### src/rtl/am2940_pkg.sv
// Shared types and helpers for the AM2940 DMA address generator slice.
// The instruction and mode encodings match the bus-level opcode values.
package am2940_pkg;

  localparam int WC_WIDTH = 8;

  typedef enum logic [2:0] {
    INSTR_NOP     = 3'd0,
    INSTR_WR_CTRL = 3'd1,
    INSTR_WR_WCR  = 3'd2,
    INSTR_RD_WC   = 3'd3,
    INSTR_RD_WCR  = 3'd4,
    INSTR_REINIT  = 3'd5,
    INSTR_LOAD_WC = 3'd6,
    INSTR_RD_CTRL = 3'd7
  } instr_e;

  typedef enum logic [1:0] {
    WC_DOWN    = 2'd0,
    WC_CMP     = 2'd1,
    ADDR_CMP   = 2'd2,
    COUNT_ONLY = 2'd3
  } mode_e;

  // Instructions that overwrite the word counter and therefore block a count.
  function automatic logic writes_wc(input instr_e op);
    return (op == INSTR_WR_WCR) || (op == INSTR_REINIT) || (op == INSTR_LOAD_WC);
  endfunction

  function automatic logic is_read(input instr_e op);
    return (op == INSTR_RD_WC) || (op == INSTR_RD_WCR) || (op == INSTR_RD_CTRL);
  endfunction

  function automatic logic clears_done(input instr_e op);
    return (op == INSTR_WR_WCR) || (op == INSTR_REINIT);
  endfunction

endpackage

### src/rtl/word_count_unit_wc_counter.sv
// Loadable W-bit up/down word counter; a load always takes priority over a count.
module wc_counter
  import am2940_pkg::*;
#(
  parameter int W = WC_WIDTH
) (
  input  logic         clk_i,
  input  logic         rst_ni,
  input  logic         load_i,
  input  logic [W-1:0] load_val_i,
  input  logic         count_i,
  input  logic         up_i,
  output logic [W-1:0] value_o
);

  localparam logic [W-1:0] ONE = W'(1);

  logic [W-1:0] value_q;
  logic [W-1:0] value_d;

  // Arithmetic wraps modulo 2^W with no carry or borrow indication.
  always_comb begin
    value_d = value_q;
    if (load_i) begin
      value_d = load_val_i;
    end else if (count_i) begin
      value_d = up_i ? (value_q + ONE) : (value_q - ONE);
    end
  end

  always_ff @(posedge clk_i or negedge rst_ni) begin
    if (!rst_ni) begin
      value_q <= '0;
    end else begin
      value_q <= value_d;
    end
  end

  assign value_o = value_q;

endmodule

### src/rtl/word_count_unit.sv
// Word-count stage of the AM2940: mode register, WCR, word counter and
// sticky done flag, with instruction decode and the registered read port.
module word_count_unit
  import am2940_pkg::*;
#(
  parameter int W = WC_WIDTH
) (
  input  logic         clk,
  input  logic         rst_n,
  input  logic [2:0]   instr,
  input  logic         instr_vld,
  input  logic [W-1:0] data_in,
  input  logic         cnt_en,
  input  logic         done_in,
  output logic [W-1:0] dowc,
  output logic [W-1:0] dowr,
  output logic [1:0]   mode,
  output logic         cinw,
  output logic [W-1:0] data_out,
  output logic         data_oe,
  output logic         done_flag
);

  mode_e        mode_q;
  mode_e        mode_d;
  logic [W-1:0] dowr_q;
  logic [W-1:0] dowr_d;
  logic         done_q;
  logic         done_d;
  logic [W-1:0] dataOut_q;
  logic [W-1:0] dataOut_d;
  logic         dataOe_q;
  logic         dataOe_d;

  instr_e       instrOp;
  logic         wcWrite;
  logic         countAccept;
  logic [W-1:0] loadVal;
  logic [W-1:0] ctrlWord;
  logic [W-1:0] wcValue;

  assign instrOp     = instr_e'(instr);
  assign cinw        = cnt_en & ~done_q;
  assign wcWrite     = instr_vld & writes_wc(instrOp);
  assign countAccept = cinw & ~wcWrite;

  always_comb begin
    ctrlWord      = '0;
    ctrlWord[2:0] = {done_q, mode_q};
  end

  // Counter load value; outside mode 0 the counter restarts from zero.
  always_comb begin
    loadVal = '0;
    if (instr_vld) begin
      case (instrOp)
        INSTR_WR_WCR:  loadVal = (mode_q == WC_DOWN) ? data_in : '0;
        INSTR_REINIT:  loadVal = (mode_q == WC_DOWN) ? dowr_q  : '0;
        INSTR_LOAD_WC: loadVal = data_in;
        default:       loadVal = '0;
      endcase
    end
  end

  wc_counter #(
    .W (W)
  ) u_wc_counter (
    .clk_i      (clk),
    .rst_ni     (rst_n),
    .load_i     (wcWrite),
    .load_val_i (loadVal),
    .count_i    (countAccept),
    .up_i       (mode_q != WC_DOWN),
    .value_o    (wcValue)
  );

  always_comb begin
    mode_d    = mode_q;
    dowr_d    = dowr_q;
    done_d    = done_q;
    dataOut_d = dataOut_q;
    dataOe_d  = instr_vld & is_read(instrOp);
    if (instr_vld) begin
      case (instrOp)
        INSTR_WR_CTRL: mode_d    = mode_e'(data_in[1:0]);
        INSTR_WR_WCR:  dowr_d    = data_in;
        INSTR_RD_WC:   dataOut_d = wcValue;
        INSTR_RD_WCR:  dataOut_d = dowr_q;
        INSTR_RD_CTRL: dataOut_d = ctrlWord;
        default:       dataOut_d = dataOut_q;
      endcase
      if (clears_done(instrOp)) begin
        done_d = 1'b0;
      end
    end
    // A count never coincides with a clear, since both clears also write the counter.
    if (countAccept && done_in) begin
      done_d = 1'b1;
    end
  end

  always_ff @(posedge clk or negedge rst_n) begin
    if (!rst_n) begin
      mode_q    <= WC_DOWN;
      dowr_q    <= '0;
      done_q    <= 1'b0;
      dataOut_q <= '0;
      dataOe_q  <= 1'b0;
    end else begin
      mode_q    <= mode_d;
      dowr_q    <= dowr_d;
      done_q    <= done_d;
      dataOut_q <= dataOut_d;
      dataOe_q  <= dataOe_d;
    end
  end

  assign dowc      = wcValue;
  assign dowr      = dowr_q;
  assign mode      = mode_q;
  assign done_flag = done_q;
  assign data_out  = dataOut_q;
  assign data_oe   = dataOe_q;

endmodule

### config.mk
export PLATFORM = sky130hd
export DESIGN_NAME = word_count_unit
export DESIGN_NICKNAME = d
export VERILOG_FILES = /design/src/rtl/am2940_pkg.sv /design/src/rtl/word_count_unit_wc_counter.sv /design/src/rtl/word_count_unit.sv
export SDC_FILE = /design/constraint.sdc
export NUM_CORES = 1
export LEC_CHECK = 0
export BUFFER_PORTS_ARGS = -buffer_cell sky130_fd_sc_hd__buf_2
export CORE_ASPECT_RATIO = 0.7
export CORE_MARGIN = 4
export CORE_UTILIZATION = 37
export CTS_BUF_LIST = sky130_fd_sc_hd__clkbuf_8
export CTS_CLUSTER_SIZE = 24
export DETAILED_ROUTE_END_ITERATION = 10
export GPL_TIMING_DRIVEN = 0
export SKIP_CTS_REPAIR_TIMING = 1
export SLEW_MARGIN = 10
export SYNTH_ARGS = -nofsm -noshare
export SYNTH_HDL_FRONTEND = slang
export SYNTH_SLANG_ARGS = --single-unit
### constraint.sdc
create_clock -name clk -period 2.6 [get_ports clk]
set_input_delay 0 -clock clk [delete_from_list [all_inputs] [get_ports clk]]
set_output_delay 0 -clock clk [all_outputs]
set_load 0.05 [all_outputs]
==> metrics.yaml, run 1 <==
cts_tree: "built"
tns_ps: 0
grt_pass1_vias: 1425
dieWidth_um: 85.71
syn_area_mm2: 0.001564
wire_per_inst_um: 16.26
overflow: 0
failed_checks: "negative hold slack"
synth_area_leader_cell: "dfrtp_1"
synth_seq_cells: 28
cp_num_buf_inv: 0
hold_violations: 1
synth_edf_count: 0
drtIter0Drc: 154
finalCritPeriodShare_pct: 86.70
place_area_mm2: 0.001844
leakage_nw: 0.9097
finalSetupViolations: 0
max_freq_mhz: 443.6
start_util_pct: 39.16
drive_gt1_share_pct: 31.80
power_density_mw_per_mm2: 1011
rsz0062_at_grt: "no"
drc: 0
worst_setup_path_end_kind: "flop"
worstPathCellList: "nor2_1 -> xnor2_1 -> ha_1 -> nor4_1 -> nand3_1 -> a21oi_1 -> xnor2_1 -> a21oi_1"
startpoint_type: "flop"
synth_area_leaders: "dfrtp_1 (45%), mux2_2 (7.2%), a21oi_1 (5.1%), xnor2_1 (4.5%), a221oi_1 (3.9%)"
vdd_drop_max_mv: 0.4613
insertedDiodeCount: 0
die_area_mm2: 0.005348
fin_skew_ps: 5.367
clock_latency_ps: 280
vias: 1459
cts.clk_slew.worst_paths_ps: 100
synth_common_cells: "dfrtp_1 (28), a21oi_1 (16), mux2_2 (10), o21ai_0 (10), nor2_1 (9)"
grt_usage_pct: 16.80
grt_max_degree: 29
syn2layout_area_growth_pct: 28.88
synth_top_area_share_pct: 44.80
slowest_delay_ps: 500
max_slew.worst_pin.slew_ps: 657.1
drv_cap: 0
worstSetupPathType: "flop to flop"
nNetsFinal: 235
place_congestion: 0.8111
fill_cells: 381
ys_seq_area_share_pct: 44.80
avgViaCountPerCell: 5.424
numCtsBuffers: 3
ys_types: 38
critPathRequiredTime_ps: 2770
drtAntennaViolNets: 0
yosys_most_used_dff: "dfrtp_1"
dp_hpwl_mm: 3.198
yosysWarnings: 0
cts_root_buf: "clkbuf_8"
slowest_stage: "dfrtp_1"
netlist_instances: 160
portBuffers: 43
min_path_type: "input port to flop"
post-synth-top-count-cell: "dfrtp_1"
wl_mm: 4.374
drtPass1Iterations: 4
status: "finished with violations"
slew_viol_final: 0
crit_family: "simple AND/OR/NAND/NOR gates"
worst_ep_arrival_time_ps: 2420
crit_fanout: 8
synth_fp_nets: 177
ys_async_sr_fraction_pct: 100.0
antenna_found_initial: 0
final_area_mm2: 0.002016
period_minus_slack_ps: 2254
cts_buffer_depth: 2
fp.dieH_um: 62.40
syn_avg_cell_area_um2: 9.775
clock-sinks: 28
h-tree-depth: 1
num_rows: 19
hold_ws_ps: -0.3766
max-slew-margin-rel_pct: 56.20
io-pin-count: 45
core_area_mm2: 0.003994
grt_pass1_wl_mm: 7.224
## stage by stage
stage | instances | worst slack, ps | power (mW) | hold slack (ps) | utilization [%]
after global routing | 269 | 103.6 | 2.157 | 21.67 | 50.47
after detailed placement | 255 | 433.1 | 1.677 | 71.89 | 46.18
after CTS | 259 | 387.3 | 2.034 | -236.7 | 47.96
after global placement | 255 | 475.3 | 1.657 | 56.06 | 46.18
final | 269 | 345.8 | 2.038 | -0.3766 | 50.47
after floorplan | 160 | 486.3 | 1.422 | -295.6 | -
## layout by cell type (no fill, tap or decap), types with 7 or more instances in the layout
cell type,n
xnor2_1,8
o21ai_0,10
mux2_2,10
a221oi_1,7
buf_2,48
dlygate4sd3_1,10
dfrtp_1,28
nand2_1,8
nor2_1,9
a21oi_1,16
## worst paths after layout
path	startpoint	endpoint	slack [ps]	depth (start not counted)
hold / removal	done_in	done_flag	-0.4	3
min in group asynchronous	rst_n	mode[0]	280	2
hold reg to reg	data_out[2]	data_out[2]	490	1
max in group asynchronous	rst_n	data_out[5]	1890	2
setup / recovery	mode[0]	u_wc_counter.value_o[6]	350	8
setup reg to reg	mode[0]	u_wc_counter.value_o[6]	350	8
## sequential cells by signal (all words and copies together) (netlist names)
signal                flops
data_out                  8
dowr                      8
u_wc_counter.value_o      8
mode                      2
data_oe                   1
done_flag                 1
## report_power, final
group | switching (mW) | leakage [nW] | internal [mW]
Combinational | 0.705 | 0.532 | 0.287
Sequential | 0.145 | 0.342 | 0.550
Clock | 0.145 | 0.0357 | 0.206
## cell families after synthesis
logic type | Yosys count | synth area share [%]
multiplexers | 11 | 7.840
AND/OR/NAND/NOR | 45 | 16.24
buffers and inverters | 13 | 3.599
AO/OA/AOI/OAI | 54 | 22.24
adder cells (fa/ha/maj) | 1 | 0.7999
flip-flops | 28 | 44.80
XOR/XNOR | 8 | 4.480
## tightest hold or removal path: stages
cell,delay (ps)
buf_2,70
a21oi_1,60
a21oi_1,110
## layout make-up
cell class / instances / area [um2] / area share, %
multi-input combinational: 119 / 807.0 / 40.04
inverter: 5 / 18.77 / 0.9311
buffer: 8 / 37.54 / 1.862
timing repair buffer: 53 / 315.3 / 15.64
clock inverter: 1 / 30.03 / 1.490
sequential: 28 / 700.7 / 34.76
tap: 52 / 65.06 / 3.228
clock buffer: 3 / 41.29 / 2.048
## metal layers
metal / part of all wire, % / wire length, um / track usage, % / up-vias
met1: 48 / 2084 / 24.71 / 696
met2: 45 / 1962 / 25.39 / 53
met4: 0.62 / 27 / 2.964 / 0
met5: 0 / 0 / 0 / -
met3: 6.8 / 299 / 3.953 / 4
li1: - / - / - / 706
Power figures use the tool's default switching activity.
==> inputs of run 2 (changes only) <==
Settings changed: RECOVER_POWER set to 50.
==> run 2 against run 1 <==
Net effect: the run ends with max-capacitance violations, max-slew violations left; hold slack better by 0.81 ps; clock power about the same; fmax up 0.92%; largest power group unchanged; setup slack better by 20 ps; clock skew down 2.1 ps; cell count unchanged; power down 0.78%; via count up 0.48%; wire length down 0.78%.
==> metrics.yaml, run 2 (synthesized netlist as in run 1, its figures left out) <==
status: "finished with violations"
failed_checks: "max-capacitance violations, max-slew violations"
core_area_mm2: 0.003994  # unchanged
max_freq_mhz: 447.7  # +0.92%
finalCritPeriodShare_pct: 85.91  # -0.79 points
max-slew-margin-rel_pct: -4.121  # -60 points
drive_gt1_share_pct: 25.35  # -6.5 points
worst_setup_path_end_kind: "flop"
p_int_mw: 1.027  # -1.6%
r2r-start: "mode[0]"
drtAntennaViolNets: 0  # unchanged
wl_mm: 4.340  # -0.78%
p_sw_share_pct: 49.20  # +0.40 points
tns_ps: 0  # unchanged
dieWidth_um: 85.71  # unchanged
final_common_cell: "buf_2"
mostFrequentLayoutCells: "buf_2 (34), dfrtp_1 (28), clkbuf_1 (16), a21oi_1 (16)"
power_density_mw_per_mm2: 1012  # about the same
syn2layout_area_growth_pct: 27.76
clock_latency_ps: 280  # about the same
numCtsBuffers: 3  # unchanged
insertedDiodeCount: 0  # unchanged
cp_num_buf_inv: 0  # unchanged
antenna_found_initial: 0  # unchanged
hold_depth: 3  # unchanged
crit_fanout: 8  # unchanged
rsz0062_at_grt: "no"
hold_end: "done_flag"
vias: 1466  # +0.48%
hold_violations: 0  # -1
cts_root_buf: "clkbuf_8"
max_slew.worst_pin.slew_ps: 1562  # +904.8 ps
slowest_delay_ps: 500  # about the same
rr_worst_depth: 8  # unchanged
cts_buffer_depth: 2  # unchanged
crit_family: "simple AND/OR/NAND/NOR gates"
slowest_stage: "dfrtp_1"
startpoint_type: "flop"
io-pin-count: 45  # unchanged
start_util_pct: 39.16  # unchanged
p_seq_share_pct: 34.4  # +0.3 points
fin_skew_ps: 3.264  # -2.103 ps
worstSetupPathType: "flop to flop"
clock-sinks: 28  # unchanged
comb_power_share_pct: 48.2  # -0.5 points
power_switching_uw: 994.9  # about the same
worstPathCellList: "nor2_1 -> xnor2_1 -> ha_1 -> nor4_1 -> nand3_1 -> a21oi_1 -> xnor2_1 -> a21oi_1"
worst_ep_arrival_time_ps: 2400  # -20 ps
avgViaCountPerCell: 5.450  # +0.48%
critPathRequiredTime_ps: 2770  # about the same
timing.rr.end: "u_wc_counter.value_o[6]"
portBuffers: 43  # unchanged
overflow: 0  # unchanged
nNetsFinal: 235  # unchanged
drv_cap: 1  # +1
fin_cells: 269  # unchanged
dp_hpwl_mm: 3.198  # unchanged
wire_per_inst_um: 16.13  # -0.78%
dp_slack_ps: 433.1  # unchanged
cts_tree: "built"
drtIter0Drc: 176  # +14%
period_minus_slack_ps: 2234  # -20.48 ps
p_total_mw: 2.022  # -0.78%
leakage_nw: 0.8638  # -5.1%
place_congestion: 0.8111  # unchanged
power.share.clock_pct: 17.4  # +0.2 points
grt_max_degree: 29  # unchanged
h-tree-depth: 1  # unchanged
reg2reg_setup_slack_ps: 370  # +20 ps
fin_ws_ps: 366.2  # +20.48 ps
grt_pass1_wl_mm: 7.224  # unchanged
drtPass1Iterations: 4  # unchanged
grt_pass1_vias: 1425  # unchanged
place_inst: 255  # unchanged
vdd_drop_max_mv: 0.4603  # -0.22%
cts.clk_slew.worst_paths_ps: 100  # about the same
min_path_type: "input port to flop"
drc: 0  # unchanged
die_area_mm2: 0.005348  # unchanged
utilization_pct: 50.03  # -0.44 points
hp-start: "done_in"
num_rows: 19  # unchanged
finalSetupViolations: 0  # unchanged
grt_usage_pct: 16.80  # unchanged
fp.dieH_um: 62.40  # unchanged
slew_viol_final: 29  # +29
run 2: stage by stage:
stage          instance area [um2]  hold slack [ps]
2_1_floorplan                 1564           -295.6
3_3_place_gp                  1844            56.06
3_5_place_dp                  1844            71.89
4_1_cts                       1916           -236.7
5_1_grt                       1998            21.67
6_report                      1998           0.4360
run 2: layout make-up:
type | count | area, um2
repair buffers | 53 | 297.8
inverters | 5 | 18.77
clock inverters | 1 | 30.03
fillers | 384 | 1996
multi-input cells | 119 | 807.0
flip-flops and latches | 28 | 700.7
clock buffers | 3 | 41.29
well taps | 52 | 65.06
plain buffers | 8 | 37.54
run 2: how the worst max path moves through the flow:
| stage | from | to | slack [ps] | depth (start not counted) |
|---|---|---|---|---|
| floorplan | mode[1] | u_wc_counter.value_o[6] | 490 | 8 |
| global placement | mode[1] | u_wc_counter.value_o[6] | 480 | 8 |
| detailed placement | mode[0] | u_wc_counter.value_o[6] | 430 | 8 |
| CTS | mode[0] | u_wc_counter.value_o[6] | 390 | 8 |
| global route | mode[1] | u_wc_counter.value_o[6] | 100 | 8 |
| finish | mode[0] | u_wc_counter.value_o[6] | 370 | 8 |
run 2: worst reg2reg max path, delay by kind of cell, from the launching register on:
kind	cells	cell delay, ps
and+or+nand+nor	3	770
DFF	1	500
AOI/OAI and AO/OA	2	290
xor gates and xnor gates	2	280
adders and majority gates	1	280
run 2: power by group through the flow:
| stage | combinational [mW] | clock [mW] | sequential (mW) |
|---|---|---|---|
| final | 0.974 | 0.352 | 0.695 |
| after global routing | 1.05 | 0.382 | 0.717 |
| after CTS | 0.980 | 0.361 | 0.693 |
| after detailed placement | 0.977 | 0 | 0.700 |
| after global placement | 0.965 | 0 | 0.692 |
| after floorplan | 0.342 | 0 | 1.08 |
run 2: layer usage:
metal / share of wire [%] / GRT usage (%) / wire length (um)
met1: 48 / 24.71 / 2070
met2: 45 / 25.39 / 1936
met3: 6.5 / 3.953 / 284
met4: 1.1 / 2.964 / 48
met5: 0 / 0 / 0
==> inputs of run 3 (changes only) <==
Settings changed: SLEW_MARGIN 10 to 20, SYNTH_HIERARCHICAL set to 1.
==> run 3 against run 2 <==
Net effect: clock power fell by 25%; first-iteration DRC count shrank 18%; the flow still finishes with violations (max-capacitance violations, max-slew violations); non-clock buffer count grew 9; synthesized cell count rose by 26%; die area rose by 20%.
==> metrics.yaml, run 3 <==
period_minus_slack_ps: 2484  # +249.8 ps
yosysWarnings: 6  # +6
utilization_pct: 48.97  # -1.1 points
critPathRequiredTime_ps: 2780  # about the same
syn_area_mm2: 0.001923  # +23%
cts_root_buf: "clkbuf_8"
nNetsFinal: 286  # +22%
synth_fp_nets: 224  # +27%
fin_cells: 331  # +23%
fin_skew_ps: 1.333  # -1.931 ps
drc: 0  # unchanged
synth_seq_cells: 28  # unchanged
synth_top_area_share_pct: 36.43  # -8.4 points
ys_seq_area_share_pct: 36.43  # -8.4 points
clock_latency_ps: 270  # about the same
clock-sinks: 28  # unchanged
place_congestion: 0.8177  # +0.81%
vias: 1789  # +22%
hold_violations: 0  # unchanged
final_common_cell: "buf_2"
rsz0062_at_grt: "no"
ys_types: 50  # +32%
status: "finished with violations"
grt_max_degree: 29  # unchanged
vdd_drop_max_mv: 0.3354  # -27%
portBuffers: 44  # +2.3%
cts_buffer_depth: 2  # unchanged
failed_checks: "max-capacitance violations, max-slew violations"
worst_ep_arrival_time_ps: 2660  # +260 ps
insertedDiodeCount: 0  # unchanged
hold_ws_ps: 97.46  # +97.02 ps
netlist_instances: 201  # +26%
core_area_mm2: 0.004913  # +23%
wl_mm: 5.305  # +22%
synth_edf_count: 0  # unchanged
avgViaCountPerCell: 5.405  # -0.83%
max_freq_mhz: 402.6  # -10%
start_util_pct: 39.14  # about the same
max_slew.worst_pin.slew_ps: 1536  # -25.48 ps
drtAntennaViolNets: 0  # unchanged
syn2layout_area_growth_pct: 25.11
cts.clk_slew.worst_paths_ps: 90  # about the same
min_path_type: "input port to flop"
numCtsBuffers: 3  # unchanged
p_total_mw: 2.329  # +15%
drv_cap: 1  # unchanged
syn_avg_cell_area_um2: 9.568  # -2.1%
h-tree-depth: 1  # unchanged
synth_area_leaders: "dfrtp_1 (36%), mux2_4 (6.2%), nand3_1 (4.4%), o21ai_0 (4.2%), ha_1 (3.9%)"
grt_pass1_wl_mm: 8.452  # +17%
place_inst: 314  # +23%
antenna_found_initial: 0  # unchanged
worst_setup_path_end_kind: "flop"
dp_slack_ps: -47.51  # -480.6 ps
fin_ws_ps: 116.4  # -249.9 ps
num_rows: 21  # +2
worstPathCellList: "nor2_4 -> inv_1 -> inv_4 -> ha_2 -> a211oi_1 -> or3_1 -> and4_4 -> o31a_1 -> o31ai_1"
max-slew-margin-rel_pct: -2.422  # +1.7 points
dp_hpwl_mm: 3.984  # +25%
cts_tree: "built"
dieWidth_um: 94.17  # +9.9%
leakage_nw: 1.046  # +21%
finalCritPeriodShare_pct: 95.52  # +9.6 points
worstSetupPathType: "flop to flop"
crit_fanout: 7  # -1
overflow: 0  # unchanged
grt_usage_pct: 17.05  # +0.25 points
post-synth-top-count-cell: "dfrtp_1"
synth_common_cells: "dfrtp_1 (28), nand3_1 (17), o21ai_0 (16)"
drtIter0Drc: 145  # -18%
grt_pass1_vias: 1613  # +13%
fp.dieH_um: 68.32  # +9.5%
synth_area_leader_cell: "dfrtp_1"
drive_gt1_share_pct: 28.24  # +2.9 points
drtPass1Iterations: 6  # +2
ys_async_sr_fraction_pct: 100.0  # unchanged
slowest_delay_ps: 460  # -40 ps
power_density_mw_per_mm2: 968.0  # -4.3%
mostFrequentLayoutCells: "buf_2 (39), dfrtp_1 (26), nand3_1 (17)"
io-pin-count: 45  # unchanged
die_area_mm2: 0.006434  # +20%
finalSetupViolations: 0  # unchanged
yosys_most_used_dff: "dfrtp_1"
startpoint_type: "flop"
slowest_stage: "dfrtp_2"
slew_viol_final: 29  # unchanged
wire_per_inst_um: 16.03  # -0.66%
==> run 3: worst max-delay path: cells and delay by family (launching register included) <==
kind	cells	cell delay, ps
buf+inv	2	270
simple gates	3	830
compound gates	3	610
flops	1	460
fa+ha+maj	1	230
==> run 3: final cells by class <==
| cell class | instances | area (um2) |
|---|---|---|
| well taps | 69 | 86.33 |
| plain buffers | 13 | 80.08 |
| inverters | 6 | 25.02 |
| flip-flops and latches | 28 | 703.2 |
| multi-input cells | 154 | 1125 |
| clock buffers | 4 | 55.05 |
| repair buffers | 57 | 331.6 |
| fillers | 492 | 2507 |
==> run 3: final timing paths <==
path	startpoint	to	slack, ps	depth (start not counted)
worst max-delay path	mode[0]	u_wc_counter/value_o[7]	120	9
worst min-delay path	instr_vld	done_flag	100	3
worst max register to register	mode[0]	u_wc_counter/value_o[7]	120	9
worst min register to register	data_out[1]	data_out[1]	510	1
max in group asynchronous	rst_n	mode[1]	960	2
min in group asynchronous	rst_n	data_out[2]	630	2
==> run 3: cell families after synthesis <==
group	share of synthesized area, %
DFF	36.43
and+or+nand+nor	21.99
xor gates and xnor gates	1.822
muxes	9.044
adders and majority gates	4.945
buffers and inverters	5.595
AOI/OAI and AO/OA	20.17
==> run 3: through the flow <==
stage          TNS (ps)  instance area (um2)
5_1_grt               0                 2406
4_1_cts          -129.1                 2295
2_1_floorplan         0                 1933
3_5_place_dp     -47.51                 2240
3_3_place_gp     -110.9                 2240
6_report              0                 2406
==> run 3: report_power, final <==
part | internal (mW) | total (mW) | switching, mW
registers | 0.565 | 0.738 | 0.173
clock network | 0.135 | 0.265 | 0.130
logic | 0.436 | 1.33 | 0.890
total | 1.14 | 2.33 | 1.19
==> run 3: metal layers <==
layer	wire, um	share of wire, %	global-route usage, %	vias to the layer above
met3	490	9.2	3.956	0
met1	2686	51	27.33	851
met4	0	0	1.622	0
li1	-	-	-	876
met2	2127	40	23.41	62
met5	0	0	0	-
